[config.mk]
export PLATFORM = sky130hd
export DESIGN_NAME = anc_sequencer
export DESIGN_NICKNAME = d
export VERILOG_FILES = /design/src/rtl/anc_pkg.sv /design/src/rtl/anc_tap_counter.sv /design/src/rtl/anc_sequencer.sv
export SDC_FILE = /design/constraint.sdc
export NUM_CORES = 1
export LEC_CHECK = 0
export ABC_AREA = 0
export CAP_MARGIN = 20
export CORE_UTILIZATION = 30
export DETAILED_ROUTE_END_ITERATION = 7
export PLACE_DENSITY = 0.64
export SKIP_CTS_REPAIR_TIMING = 1
export SYNTH_ARGS = -nofsm -noshare
export SYNTH_HDL_FRONTEND = slang
export SYNTH_SLANG_ARGS = --single-unit
[constraint.sdc]
create_clock -name clk -period 4 [get_ports clk]
set_input_delay 0.6 -clock clk [delete_from_list [all_inputs] [get_ports clk]]
set_output_delay 0.6 -clock clk [all_outputs]
set_load 0.01 [all_outputs]
[src/rtl/anc_pkg.sv]
// Shared definitions for the ANC sequencer and datapath: state encoding,
// strobe bundle, and frame-length arithmetic.
package anc_pkg;

  typedef enum logic [2:0] {
    ST_IDLE,
    ST_WAIT,
    ST_READ,
    ST_FILTER,
    ST_ERR,
    ST_UPDATE,
    ST_OUT
  } anc_state_e;

  typedef struct packed {
    logic read_main;
    logic read_sub;
    logic write_new_mem;
    logic clr_i;
    logic inc_i;
    logic inc_ptr;
    logic compute_error;
    logic weight_update;
    logic update_mem;
    logic write_output;
  } anc_strobes_t;

  // READ + ERR + OUT are single-cycle; FILTER and UPDATE are one cycle per tap.
  localparam int unsigned FRAME_FIXED_CYCLES = 3;

  function automatic int unsigned frame_len(input int unsigned fir_length);
    return 2 * fir_length + FRAME_FIXED_CYCLES;
  endfunction

  function automatic anc_strobes_t decode_strobes(input anc_state_e s);
    anc_strobes_t d;
    d = '0;
    case (s)
      ST_READ: begin
        d.read_main     = 1'b1;
        d.read_sub      = 1'b1;
        d.write_new_mem = 1'b1;
        d.clr_i         = 1'b1;
      end
      ST_FILTER: begin
        d.inc_i   = 1'b1;
        d.inc_ptr = 1'b1;
      end
      ST_ERR: begin
        d.compute_error = 1'b1;
        d.clr_i         = 1'b1;
      end
      ST_UPDATE: begin
        d.weight_update = 1'b1;
        d.update_mem    = 1'b1;
        d.inc_i         = 1'b1;
        d.inc_ptr       = 1'b1;
      end
      ST_OUT:  d.write_output = 1'b1;
      default: d = '0;
    endcase
    return d;
  endfunction

endpackage

[src/rtl/anc_tap_counter.sv]
// Tap index counter: synchronous clear, enable, wraps to 0 after the last tap
// and flags the last tap combinationally.
module anc_tap_counter #(
  parameter int unsigned FIR_LENGTH = 16,
  parameter int unsigned CNT_W      = 8
) (
  input  logic             i_clk,
  input  logic             i_rst,
  input  logic             i_clr,
  input  logic             i_en,
  output logic [CNT_W-1:0] o_cnt,
  output logic             o_tc
);

  localparam logic [CNT_W-1:0] LAST_TAP = CNT_W'(FIR_LENGTH - 1);

  logic [CNT_W-1:0] r_cnt;

  assign o_cnt = r_cnt;
  assign o_tc  = (r_cnt == LAST_TAP);

  always_ff @(posedge i_clk or posedge i_rst) begin
    if (i_rst) begin
      r_cnt <= '0;
    end else if (i_clr) begin
      r_cnt <= '0;
    end else if (i_en) begin
      r_cnt <= o_tc ? '0 : r_cnt + CNT_W'(1);
    end
  end

endmodule

[src/rtl/anc_sequencer.sv]
// Frame sequencer for the adaptive noise canceller: READ, FILTER taps, ERR,
// UPDATE taps, OUT, with Moore-registered strobes and a sticky overrun flag.
module anc_sequencer
  import anc_pkg::*;
#(
  parameter int unsigned FIR_LENGTH = 16,
  parameter int unsigned CNT_W      = 8
) (
  input  logic             clk,
  input  logic             rst,
  input  logic             start,
  input  logic             start_sample,
  output logic             read_main,
  output logic             read_sub,
  output logic             write_new_mem,
  output logic             clr_i,
  output logic             inc_i,
  output logic             inc_ptr,
  output logic             compute_error,
  output logic             weight_update,
  output logic             update_mem,
  output logic             write_output,
  output logic [CNT_W-1:0] tap_idx,
  output logic             busy,
  output logic             overrun
);

  anc_state_e   r_state;
  anc_state_e   w_next;
  anc_strobes_t r_strb;
  logic         r_busy;
  logic         r_overrun;
  logic         w_tc;
  logic         w_cnt_en;
  logic         w_cnt_clr;

  anc_tap_counter #(
    .FIR_LENGTH(FIR_LENGTH),
    .CNT_W     (CNT_W)
  ) u_tap_counter (
    .i_clk(clk),
    .i_rst(rst),
    .i_clr(w_cnt_clr),
    .i_en (w_cnt_en),
    .o_cnt(tap_idx),
    .o_tc (w_tc)
  );

  // Counter is held at 0 outside the tap phases so each phase starts at tap 0.
  always_comb begin
    w_cnt_en  = (r_state == ST_FILTER) || (r_state == ST_UPDATE);
    w_cnt_clr = !w_cnt_en;
  end

  always_comb begin
    w_next = r_state;
    case (r_state)
      ST_IDLE:   if (start) w_next = ST_WAIT;
      ST_WAIT: begin
        if (!start)            w_next = ST_IDLE;
        else if (start_sample) w_next = ST_READ;
      end
      ST_READ:   w_next = ST_FILTER;
      ST_FILTER: if (w_tc) w_next = ST_ERR;
      ST_ERR:    w_next = ST_UPDATE;
      ST_UPDATE: if (w_tc) w_next = ST_OUT;
      ST_OUT: begin
        if (start && start_sample) w_next = ST_READ;
        else if (start)            w_next = ST_WAIT;
        else                       w_next = ST_IDLE;
      end
      default:   w_next = ST_IDLE;
    endcase
  end

  // Strobes and busy are registered from the next state so they track r_state exactly.
  always_ff @(posedge clk or posedge rst) begin
    if (rst) begin
      r_state   <= ST_IDLE;
      r_strb    <= '0;
      r_busy    <= 1'b0;
      r_overrun <= 1'b0;
    end else begin
      r_state <= w_next;
      r_strb  <= decode_strobes(w_next);
      r_busy  <= !(w_next inside {ST_IDLE, ST_WAIT});
      if (r_state == ST_IDLE)
        r_overrun <= 1'b0;
      else if (start_sample && (r_state inside {ST_READ, ST_FILTER, ST_ERR, ST_UPDATE}))
        r_overrun <= 1'b1;
    end
  end

  assign read_main     = r_strb.read_main;
  assign read_sub      = r_strb.read_sub;
  assign write_new_mem = r_strb.write_new_mem;
  assign clr_i         = r_strb.clr_i;
  assign inc_i         = r_strb.inc_i;
  assign inc_ptr       = r_strb.inc_ptr;
  assign compute_error = r_strb.compute_error;
  assign weight_update = r_strb.weight_update;
  assign update_mem    = r_strb.update_mem;
  assign write_output  = r_strb.write_output;
  assign busy          = r_busy;
  assign overrun       = r_overrun;

endmodule

==> metrics.yaml <==
layout:
  final_nets: 118
  area_delta_synth_final_pct: 27.6
  final_area_um2: 1240
  drive_above_1_share_pct: 9.82
  nFillCells: 325
  instances_no_fill: 156
  utilization_pct: 40.6
  num_antenna_cells: 0
detailed_routing:
  drc: 0
  wire_per_inst_um: 12.0
  dr.pass1.iters: 4
  routed_wl_um: 1870
  final_antenna_net_count: 0
  drt_iter0_markers: 21
  via_per_inst: 4.74
  num_vias: 739
yosys:
  synth_cell_types: 35
  async_reset_ff_share_pct: 100
  synth_flop_cell: "dfrtp_1"
  synth_area_leader_cell: "dfrtp_1"
  ys_seq_area_share_pct: 49.0
  postSynthCellCount: 92
  synth_area_um2: 971
  ys_warn_count: 0
  syn_avg_cell_area_um2: 10.6
  synth_nets: 97
  ys_ff_latch: 19
  post-synth-top-count-cell: "dfrtp_1"
  synth_edf_count: 0
  synth_top_area_share_pct: 49.0
  synth_area_leaders: "dfrtp_1, a21oi_1, nor4_4"
  netlist_top_cells_count: "dfrtp_1, a21oi_1, nand2_1, nor2_1, inv_1"
pwr:
  power.density_nw_per_um2: 471
  leakage_nw: 0.497
  vdd_drop_max_mv: 0.117
sta:
  finalCriticalPeriod_ps: 1980
  max_slew_margin_pct: 52.7
  hold_ws_ps: 540
  slew_viol_final: 0
  worstMarginPinSlew_ps: 708
  setup-violations-final: 0
  max_freq_ghz: 0.505
  hold_viol_final: 0
  fin_tns_setup_ps: 0
  grt_setup_unrepaired: "false"
  clock_skew_ps: 3.43
  min_period_over_period_pct: 49.5
critical_path:
  path_class: "register to output pin"
  rr_startpoint: "u_tap_counter.o_cnt[0]$_DFF_PP0_"
  critical-path-max-stage-delay_ps: 590
  start_kind: "register"
  path_buf_inv: 1
  rr_worst_depth: 4
  critPathSlowestCell: "clkdlybuf4s50_1"
  endpoint_kind: "output pin"
  critPathTopFamily: "buffers and inverters"
  critPathMaxFanout: 7
  worstPathCellList: "clkdlybuf4s50_1"
  cp-startpoint: "u_tap_counter.o_cnt[4]$_DFF_PP0_"
  arrival_ps: 1380
  crit_required_ps: 3400
  rr_endpoint: "r_state[1]$_DFF_PP0_"
  r2r_slack_ps: 2310
clocking:
  cts_tree: "built"
  htreeDepth: 1
  max-clock-path-buffers: 2
  clk_transition_reported_paths_ps: 100
  worstSkewPairLatency_ps: 290
  cts_buffers: 3
  root_buffer: "clkbuf_4"
  cts.sinks: 19
min_path:
  hold_end: "u_tap_counter.o_cnt[0]$_DFF_PP0_"
  whs_path_depth: 1
  hold_start: "u_tap_counter.o_cnt[0]$_DFF_PP0_"
  hold_class: "register to register"
placed_design:
  io_buffers: 23
  gp_congestion: 0.728
  place_area_um2: 1210
  place_inst: 152
  hpwl_um: 1420
global_route:
  grt_pass1_wl_um: 3310
  grt_remaining_overflow: 0
  antenna_found_initial: 0
  grt_max_degree: 20
  grtUsageTotal_pct: 12.8
  first_global_vias: 729
status:
  outcome: "completed"
floorplanning:
  dieArea_um2: 3470
  die_w_um: 58.9
  io_pins: 24
  die_h_um: 58.9
  initial_utilization_pct: 31.8
  rows: 20
  core_um2: 3050
job:
  maxCapViolations: 0
-- power breakdown --
group,switching [mW],leakage [nW],total (mW),internal (mW)
Clock,0.0555,0.0150,0.0942,0.0387
Sequential,0.0593,0.239,0.286,0.226
Combinational,0.0916,0.243,0.203,0.111
Total,0.206,0.497,0.583,0.377
-- per-layer routing --
| metal | global-route usage (%) | up-vias | part of all wire [%] |
|---|---|---|---|
| met2 | 22.6 | 15 | 51 |
| met1 | 15.3 | 349 | 45 |
| li1 | - | 371 | - |
| met3 | 1.32 | 4 | 2.8 |
| met4 | 7.14 | 0 | 2.0 |
| met5 | 0 | - | 0 |
-- registers in the layout, summed over array words and instances (netlist names) --
name                 flops
update_mem               1
write_output             1
busy                     1
read_main                1
compute_error            1
overrun                  1
r_state                  3
inc_i                    1
u_tap_counter.o_cnt      8
clr_i                    1
-- metrics by stage --
stage / power, mW / worst slack (ps)
finish: 0.583 / 2020
floorplan: 0.409 / 2420
global placement: 0.491 / 2120
global route: 0.627 / 1970
CTS: 0.590 / 2010
detailed placement: 0.495 / 2100
-- kinds of logic (layout without fill, tap and decap cells) --
group | count (synthesis) | count (layout) | share of synthesized area (%)
xor+xnor | 2 | 2 | 2.58
fa+ha+maj | 1 | 1 | 1.29
compound gates | 22 | 22 | 16.4
simple gates | 36 | 36 | 24.4
buf+inv | 12 | 32 | 6.44
flops | 19 | 19 | 49.0
-- worst max-delay path by stage --
stage / end / slack [ps] / depth (start not counted)
2_1_floorplan: r_state[1]$_DFF_PP0_ / 2420 / 4
3_3_place_gp: r_state[1]$_DFF_PP0_ / 2120 / 4
3_5_place_dp: r_state[1]$_DFF_PP0_ / 2100 / 4
4_1_cts: tap_idx[4] / 2010 / 1
5_1_grt: tap_idx[4] / 1970 / 1
6_report: tap_idx[4] / 2020 / 1
-- placed cells by master, fill, tap and decap left out, types with 3 or more instances in the layout --
master	n
clkdlybuf4s50_1	23
clkbuf_4	3
dfrtp_1	19
o21ai_0	3
nand2_1	6
or3_1	3
inv_1	5
nand3_1	4
nor2_1	6
a21oi_1	9
-- final cells by class --
| type | count | area (um2) | share of cell area [%] |
|---|---|---|---|
| Clock buffer | 4 | 26.3 | 2.12 |
| Sequential cell | 19 | 475 | 38.4 |
| Multi-Input combinational cell | 61 | 433 | 34.9 |
| Tap cell | 44 | 55.1 | 4.44 |
| Inverter | 5 | 18.8 | 1.52 |
| Timing Repair Buffer | 23 | 230 | 18.6 |
Note: power is estimated with default switching activity, not from simulation.
